File: src/rtl/mem_port_arbiter.sv
// Arbiter between the instruction-fetch port and the load/store port for one
// single-port memory. The memory has a 1-cycle registered read and byte-lane
// write masks. The arbiter generates store lane masks and replicated write
// data, and it aligns and extends load data on the cycle after the grant.
module mem_port_arbiter #(
    parameter int unsigned DATA_PRIO = 1,
    parameter int unsigned MAX_WAIT  = 4
) (
    input  logic        clk,
    input  logic        reset,
    // fetch port
    input  logic        i_req,
    input  logic [31:0] i_addr,
    output logic        i_gnt,
    output logic        i_err,
    output logic        i_rvalid,
    output logic [31:0] i_rdata,
    // load/store port
    input  logic        d_req,
    input  logic        d_we,
    input  logic [31:0] d_addr,
    input  logic [1:0]  d_size,
    input  logic        d_unsigned,
    input  logic [31:0] d_wdata,
    output logic        d_gnt,
    output logic        d_err,
    output logic        d_rvalid,
    output logic [31:0] d_rdata,
    // memory side
    output logic        m_we,
    output logic [31:0] m_a,
    output logic [31:0] m_wd,
    output logic [3:0]  m_wm,
    input  logic [31:0] m_rd
);

    localparam int unsigned       WAIT_W   = (MAX_WAIT < 1) ? 1 : $clog2(MAX_WAIT + 1);
    localparam logic [WAIT_W-1:0] WAIT_MAX = WAIT_W'(MAX_WAIT);
    localparam logic [1:0]        SZ_BYTE  = 2'b00;
    localparam logic [1:0]        SZ_HALF  = 2'b01;

    typedef enum logic {
        PORT_I = 1'b0,
        PORT_D = 1'b1
    } port_e;

    port_e             rr_last;
    logic [WAIT_W-1:0] wait_cnt;
    logic              pend_i;
    logic              pend_d;
    logic [1:0]        pend_off;
    logic [1:0]        pend_size;
    logic              pend_uns;

    logic              pick_d;
    logic              gnt_i;
    logic              gnt_d;
    logic              i_bad;
    logic              d_bad;
    logic              d_store;
    logic              d_load;
    logic [7:0]        byte_sel;
    logic [15:0]       half_sel;

    // Alignment and size legality of each port's request
    always_comb begin
        i_bad = |i_addr[1:0];
        d_bad = 1'b1;
        case (d_size)
            SZ_BYTE: d_bad = 1'b0;
            SZ_HALF: d_bad = d_addr[0];
            2'b10:   d_bad = |d_addr[1:0];
            default: d_bad = 1'b1;
        endcase
    end

    // Pick one winner per cycle; a lone requester always wins
    always_comb begin
        pick_d = d_req;
        if (d_req && i_req) begin
            if (DATA_PRIO != 0) begin
                pick_d = (wait_cnt != WAIT_MAX);
            end else begin
                pick_d = (rr_last == PORT_I);
            end
        end
        gnt_d = d_req && pick_d;
        gnt_i = i_req && !gnt_d;
    end

    // Grant, error and memory-request signals for the winning port
    always_comb begin
        i_gnt   = gnt_i;
        d_gnt   = gnt_d;
        i_err   = gnt_i && i_bad;
        d_err   = gnt_d && d_bad;
        d_store = gnt_d && d_we && !d_bad;
        d_load  = gnt_d && !d_we && !d_bad;
        m_a     = '0;
        m_we    = d_store;
        m_wm    = '0;
        m_wd    = '0;
        if (gnt_d) begin
            m_a = d_addr;
        end else if (gnt_i) begin
            m_a = i_addr;
        end
        if (d_store) begin
            case (d_size)
                SZ_BYTE: begin
                    m_wm = 4'(4'b0001 << d_addr[1:0]);
                    m_wd = {4{d_wdata[7:0]}};
                end
                SZ_HALF: begin
                    m_wm = 4'(4'b0011 << d_addr[1:0]);
                    m_wd = {2{d_wdata[15:0]}};
                end
                default: begin
                    m_wm = 4'b1111;
                    m_wd = d_wdata;
                end
            endcase
        end
    end

    // Pending-read tracking, round-robin history and fetch starvation counter
    always_ff @(posedge clk) begin
        if (reset) begin
            pend_i    <= 1'b0;
            pend_d    <= 1'b0;
            pend_off  <= 2'b00;
            pend_size <= 2'b00;
            pend_uns  <= 1'b0;
            rr_last   <= PORT_D;
            wait_cnt  <= '0;
        end else begin
            pend_i <= gnt_i && !i_bad;
            pend_d <= d_load;
            if (d_load) begin
                pend_off  <= d_addr[1:0];
                pend_size <= d_size;
                pend_uns  <= d_unsigned;
            end
            if (gnt_d) begin
                rr_last <= PORT_D;
            end else if (gnt_i) begin
                rr_last <= PORT_I;
            end
            if (DATA_PRIO == 0 || !i_req || gnt_i) begin
                wait_cnt <= '0;
            end else if (wait_cnt != WAIT_MAX) begin
                wait_cnt <= wait_cnt + WAIT_W'(1);
            end
        end
    end

    // Return path: select lanes from memory data and extend; zero when not valid
    always_comb begin
        i_rvalid = pend_i && !reset;
        d_rvalid = pend_d && !reset;
        i_rdata  = i_rvalid ? m_rd : '0;
        byte_sel = m_rd[7:0];
        case (pend_off)
            2'b01:   byte_sel = m_rd[15:8];
            2'b10:   byte_sel = m_rd[23:16];
            2'b11:   byte_sel = m_rd[31:24];
            default: byte_sel = m_rd[7:0];
        endcase
        half_sel = pend_off[1] ? m_rd[31:16] : m_rd[15:0];
        d_rdata  = '0;
        if (d_rvalid) begin
            case (pend_size)
                SZ_BYTE: d_rdata = {{24{!pend_uns && byte_sel[7]}}, byte_sel};
                SZ_HALF: d_rdata = {{16{!pend_uns && half_sel[15]}}, half_sel};
                default: d_rdata = m_rd;
            endcase
        end
    end

endmodule

File: config.mk
export PLATFORM = sky130hd
export DESIGN_NAME = mem_port_arbiter
export DESIGN_NICKNAME = d
export VERILOG_FILES = /design/src/rtl/mem_port_arbiter.sv
export SDC_FILE = /design/constraint.sdc
export NUM_CORES = 1
export LEC_CHECK = 0
export BUFFER_PORTS_ARGS = -buffer_cell sky130_fd_sc_hd__buf_2
export CORE_AREA = 5 5 102 104
export DETAILED_ROUTE_END_ITERATION = 8
export DIE_AREA = 0 0 107 109
export GPL_TIMING_DRIVEN = 0
export PLACE_DENSITY = 0.73
export SLEW_MARGIN = 20
export SYNTH_ARGS = -nofsm -noshare
export SYNTH_HDL_FRONTEND = slang
export SYNTH_SLANG_ARGS = --single-unit
export TNS_END_PERCENT = 1
File: constraint.sdc
create_clock -name clk -period 4.4 [get_ports clk]
set_input_delay 0.22 -clock clk [delete_from_list [all_inputs] [get_ports clk]]
set_output_delay 0.22 -clock clk [all_outputs]
set_load 0.1 [all_outputs]
==> results of run 1 <==
[registers in the layout (all words and copies together) (netlist names)]
register,flops
pend_off,2
pend_size,2
pend_i,1
pend_uns,1
wait_cnt,3
pend_d,1
[final timing paths]
path,from,end
worst max-delay path,wait_cnt[0]$_SDFFE_PP0N_,m_a[11]
worst min-delay path,d_unsigned,pend_uns$_SDFFE_PP0P_
worst max register to register,wait_cnt[0]$_SDFFE_PP0N_,pend_size[0]$_SDFFE_PP0P_
worst min register to register,wait_cnt[0]$_SDFFE_PP0N_,wait_cnt[0]$_SDFFE_PP0N_
[per-layer routing]
layer,vias to the layer above,global-route usage
li1,2029,-
met1,1851,0.222
met2,221,0.391
met3,16,0.0308
met4,0,0.0612
met5,-,0
[worst reg2reg max path: cells and delay by family, from the launching register on]
family / cells / cell delay, ps
buffers and inverters: 2 / 270
muxes: 1 / 250
and+or+nand+nor: 1 / 190
adders and majority gates: 1 / 230
DFF: 1 / 330
AOI/OAI and AO/OA: 1 / 230
[synth_stat cells (2+ instances only)]
cell	count
nand2b_1	18
dfxtp_1	10
o21ai_0	51
and2_1	35
mux2i_1	23
a31oi_1	4
and3_1	4
nand2_1	44
o2bb2ai_1	6
nor3_1	7
a211oi_1	4
o2bb2ai_2	9
nor2b_1	5
buf_2	11
o22ai_1	9
o221ai_1	3
clkbuf_1	27
a21oi_1	11
inv_1	17
nand3_1	43
nand3b_1	2
mux2_2	11
nor2_1	37
ha_1	2
buf_6	2
mux4_2	5
[layout by cell type, fill, tap and decap left out, types with 2 or more instances in the layout]
cell type / synthesis / final
buf_2: 11 / 281
o21ai_0: 51 / 51
nand2_1: 44 / 44
nand3_1: 43 / 43
nor2_1: 37 / 37
and2_1: 35 / 35
clkbuf_1: 27 / 27
mux2i_1: 23 / 23
nand2b_1: 18 / 18
inv_1: 17 / 17
a21oi_1: 11 / 11
mux2_2: 11 / 11
dfxtp_1: 10 / 10
o2bb2ai_2: 9 / 9
o22ai_1: 9 / 9
nor3_1: 7 / 7
o2bb2ai_1: 6 / 6
nor2b_1: 5 / 5
mux4_2: 5 / 5
a211oi_1: 4 / 4
a31oi_1: 4 / 4
and3_1: 4 / 4
clkbuf_8: 0 / 4
o221ai_1: 3 / 3
buf_6: 2 / 2
nand3b_1: 2 / 2
ha_1: 2 / 2
[per-stage QoR]
stage | hold slack (ps) | cells | util | cell area (um2) | worst slack, ps
2_1_floorplan | 375 | 419 | - | 2740 | 296
3_3_place_gp | 488 | 803 | 0.447 | 4230 | 1980
3_5_place_dp | 504 | 803 | 0.447 | 4230 | 2000
4_1_cts | 302 | 807 | 0.453 | 4290 | 1740
6_report | 282 | 807 | 0.453 | 4290 | 1780
5_1_grt | 308 | 807 | 0.453 | 4290 | 1640
[area by class of cell]
class                           instances  area, um2  share of cell area
Sequential cell                        10        200              0.0467
Inverter                               18       67.6              0.0158
Tap cell                              114        143              0.0333
Timing Repair Buffer                  270       1350               0.315
Clock buffer                            4       55.1              0.0128
Buffer                                 42        190              0.0444
Multi-Input combinational cell        349       2280               0.532
[power groups by stage]
stage	registers [mW]	clock network [mW]	logic [mW]
2_1_floorplan	0.0963	0	0.431
3_3_place_gp	0.0966	0	0.576
3_5_place_dp	0.0967	0	0.579
4_1_cts	0.0949	0.117	0.580
5_1_grt	0.0952	0.121	0.610
6_report	0.0950	0.111	0.580
[logic make-up (layout without fill, tap and decap cells)]
family                     Yosys count  count (layout)  synth area share
AOI/OAI and AO/OA                  105             105             0.270
DFF                                 10              10            0.0733
buffers and inverters               60             334            0.0943
xor gates and xnor gates             1               1           0.00321
muxes                               40              40             0.180
adders and majority gates            2               2           0.00916
and+or+nand+nor                    201             201             0.370
==> metrics.csv, run 1 <==
metric,value,unit
Pint,305,uW
total setup buffers inserted after CTS,0,
Routed Antenna Nets,0,
setup TNS,0,ps
post-synthesis register bit count,10,
Core Region,9460,um2
Max-cap violations,0,
crit-path max FO,10,
Pleak,2.33,nW
R2R cell count,6,
worst stage delay on the critical path,500,ps
wire per inst,15.8,um
Hold Buf Count CTS,0,
met2 WL post-DR,6590,um
FP Rows,36,
Iteration-0 DRC Markers,236,
Tcrit/Tclk final,0.596,
Slew Limit Fails,0,
final hold vios,0,
PortBufs,270,
Crit path top cell by count,inv_1,
cell count after synthesis,419,
DP Wirelength,10900,um
Net Sw Power,481,uW
top-area cell type share of the netlist area,0.0934,
largest net degree at the start of global routing,11,
Worst Tran Pin Value,721,ps
total routed wirelength,12800,um
sequential share of power,0.121,
average via count per standard cell,5.10,
largest area contributor in the netlist,o21ai_0,
layout cell share with drive strength beyond 1,0.462,
kind of critical path,reg2out,
post-synthesis sequential area ratio,0.0733,
"delay-heaviest family, CP",buffers and inverters,
# setup viols final,0,
CP Depth,8,
RSZ-0062 raised after global routing,false,
Sink Count,10,
htree depth,1,
metal3 WL,1040,um
Peak supply drop,0.000150,V
top sig layer,met4,
Required @ worst endpoint,4180,ps
hold path cells,3,
Critical-path top delay cell,buf_2,
status,finished clean,
Synth area leaders,"o21ai_0 9.3%, mux2i_1 8.4%, and2_1 8.0%",
clk_skew,1.49,ps
TritonCTS Buffers,3,
crit start category,flop,
crit path DAT,2400,ps
worst hold path class,in2reg,
Starting Density,0.289,
synthesized area per cell,6.52,um2
antenna cells,0,
pwr/cell area,183,nW/um2
drt first pass iters,4,
Die Area,11700,um2
Die Span Y,109,um
post-synth cell types,45,
RePlAce Congestion,0.949,
prevailing post-synth register cell,dfxtp_1,
initial antenna violation count,0,
vias in the first global route,3968,
Crit. End Element,output port,
clock latency on the worst-skew pair,230,ps
DRC viols,0,
M1 WL,4910,um
Die W,107,um
R2R Setup Slk,2820,ps
fillcell total,1038,
cts repair resizes,0,
cell area after synthesis,2730,um2
"Async S/R FF share, synth",0,
CTS clock-pin slew for the worst setup and hold paths,50,ps
Post-Syn Nets,557,
clock share of power,0.142,
Worst Path Buf+Inv,4,
first-pass GRT wire length,19300,um
max_slew headroom,0.520,
YS warnings,0,
clock root buffer,clkbuf_8,
TritonCTS clock tree,yes,
Max Root-Sink Buffers,2,
fmax,382,MHz
Tot GR Track Use,0.200,
total power,786,uW
Comb power frac,0.737,
routed vias,4117,
number of synthesized flops with an enable pin,0,
critical-path cell list,inv_1 -> ha_1 -> nand3_2 -> nand2_1 -> inv_1 -> clkbuf_1 -> o21ai_0 -> buf_2,
final net count,832,
number of I/O pins,275,
GRT overflow,0,
"Area growth, synth to finish",56.9,%
Tmin final,2620,ps
Sw Share,0.612,
Note: power is estimated with default switching activity, not from simulation.
==> run 2, diff against run 1 <==
CORE_AREA = 5 5 103 105   (was 5 5 102 104)
DIE_AREA = 0 0 108 110   (was 0 0 107 109)
PLACE_DENSITY = 0.75   (was 0.73)
clock period = 2.4 ns   (was 4.4 ns; I/O delays follow)
==> metrics.csv, run 2 (same netlist as run 1, synthesis figures left out) <==
metric,value,unit,change
worst stage delay on the critical path,360,ps,-140 ps
TritonCTS clock tree,yes,,
Tot GR Track Use,0.195,,-0.00485
Die Area,11900,um2,+1.9%
max reg flops,3,,unchanged
Routed Antenna Nets,0,,unchanged
Hold Buf Count CTS,0,,unchanged
Critical Path End,m_a[11],,
Non-Filler Instances,826,,+2.4%
crit start category,flop,,
R2R Setup Slk,890,ps,-1930 ps
status,finished clean,,
Die W,108,um,+0.93%
FP Rows,36,,unchanged
Slew Limit Fails,0,,unchanged
Crit path top cell by count,inv_1,,
critical-path cell list,inv_1 -> ha_1 -> nand3_2 -> nand2_1 -> inv_1 -> clkbuf_1 -> o21ai_1 -> clkbuf_4,,
CP Launch Point,wait_cnt[0]$_SDFFE_PP0N_,,
Sink Count,10,,unchanged
Tmin final,2300,ps,
Critical-path top delay cell,clkbuf_1,,
initial antenna violation count,0,,unchanged
R2R cell count,6,,unchanged
DRC viols,0,,unchanged
number of I/O pins,275,,unchanged
largest registers,"wait_cnt x3, pend_off x2, pend_size x2",,
"Area growth, synth to finish",64.4,%,
kind of critical path,reg2out,,
layout cell share with drive strength beyond 1,0.476,,+0.0144
DP Wirelength,11300,um,+4.0%
worst hold path class,in2reg,,
setup TNS,0,ps,unchanged
GRT overflow,0,,unchanged
Crit Reg-Reg Endpoint,pend_off[0]$_SDFFE_PP0P_,,
Peak supply drop,0.000234,V,+56%
Tcrit/Tclk final,0.960,,
antenna cells,0,,unchanged
Iteration-0 DRC Markers,176,,-25%
final hold vios,0,,unchanged
clock latency on the worst-skew pair,230,ps,about the same
final net count,832,,unchanged
htree depth,1,,unchanged
drt first pass iters,5,,+1
Crit. End Element,output port,,
crit-path max FO,10,,unchanged
TritonCTS Buffers,3,,unchanged
Placed Cells,822,,+2.4%
routed vias,4222,,+2.6%
most frequent cells in the layout,"228 x buf_2, 44 x nand2_1, 43 x nand3_1, 43 x clkbuf_4, 37 x nor2_1",,
Worst Tran Pin Value,703,ps,-18.1 ps
Starting Density,0.286,,-0.00273
Required @ worst endpoint,2280,ps,-1900 ps
clock root buffer,clkbuf_8,,
PortBufs,270,,unchanged
Core Region,9550,um2,+0.95%
Die Span Y,110,um,+0.92%
"most common cell after layout, fill and taps aside",buf_2,,
# setup viols final,0,,unchanged
average via count per standard cell,5.11,,+0.19%
CTS clock-pin slew for the worst setup and hold paths,50,ps,about the same
Largest Register,wait_cnt,,
fmax,434,MHz,
Max Root-Sink Buffers,2,,unchanged
largest net degree at the start of global routing,11,,unchanged
total routed wirelength,13200,um,+3.6%
fillcell total,1046,,+0.77%
RSZ-0062 raised after global routing,true,,
clk_skew,3.14,ps,+1.65 ps
pwr/cell area,331,nW/um2,+81%
vias in the first global route,3925,,-1.1%
Pleak,2.34,nW,+0.61%
crit path DAT,2180,ps,-220 ps
RePlAce Congestion,0.976,,+2.8%
max_slew headroom,0.532,,+0.0121
R2R Path Start,wait_cnt[0]$_SDFFE_PP0N_,,
Max-cap violations,0,,unchanged
wire per inst,16.0,um,+1.2%
first-pass GRT wire length,19000,um,-1.6%
-- run 2: power breakdown --
part           internal, mW  total (mW)  switching [mW]  leakage [nW]
combinational         0.274        1.11           0.832          2.23
sequential            0.171       0.174         0.00305        0.0812
clock                 0.144       0.208          0.0644        0.0288
total                 0.589        1.49           0.900          2.34
-- run 2: worst min path at each step --
stage / from / to / slack [ps] / cells after the start
4_1_cts: d_unsigned / pend_uns$_SDFFE_PP0P_ / 220 / 3
3_5_place_dp: d_unsigned / pend_uns$_SDFFE_PP0P_ / 470 / 3
3_3_place_gp: d_unsigned / pend_uns$_SDFFE_PP0P_ / 440 / 3
5_1_grt: d_unsigned / pend_uns$_SDFFE_PP0P_ / 230 / 3
6_report: d_unsigned / pend_uns$_SDFFE_PP0P_ / 190 / 3
2_1_floorplan: d_unsigned / pend_uns$_SDFFE_PP0P_ / 270 / 2
-- run 2: what timing repair did --
item | 4_1_cts | 5_1_grt
gates resized for setup | 6 | 55
endpoints found under the hold margin | 0 | 0
setup buffers | 0 | 0
endpoints found under the setup margin | 6 | 53
-- run 2: area by class of cell --
cell class,count,area (um2),share of cell area
Buffer,42,193,0.0429
Clock buffer,4,55.1,0.0123
Inverter,18,67.6,0.0150
Multi-Input combinational cell,349,2320,0.516
Sequential cell,10,200,0.0446
Tap cell,133,166,0.0370
Timing Repair Buffer,270,1490,0.332
-- run 2: critical path: cells and delay by family, from the launching register on --
family	cells	cell delay, ps
AOI/OAI and AO/OA	1	140
and+or+nand+nor	2	320
adders and majority gates	1	230
DFF	1	320
buffers and inverters	4	940
-- run 2: per-stage QoR --
stage / total power [mW] / instance area (um2) / hold WS, ps / util / setup slack, ps
floorplan: 0.979 / 2780 / 275 / - / -760
global placement: 1.25 / 4300 / 444 / 0.450 / 147
detailed placement: 1.25 / 4300 / 466 / 0.450 / 141
CTS: 1.47 / 4370 / 217 / 0.457 / 0.800
global route: 1.56 / 4490 / 229 / 0.470 / -75.1
finish: 1.49 / 4490 / 190 / 0.470 / 95.3
-- run 2: metal layers --
metal | share of wire | up-vias | GRT usage
met4 | 0.037 | 0 | 0.0821
met1 | 0.36 | 1927 | 0.202
met3 | 0.10 | 33 | 0.0524
li1 | - | 2033 | -
met5 | 0 | - | 0
met2 | 0.50 | 229 | 0.371
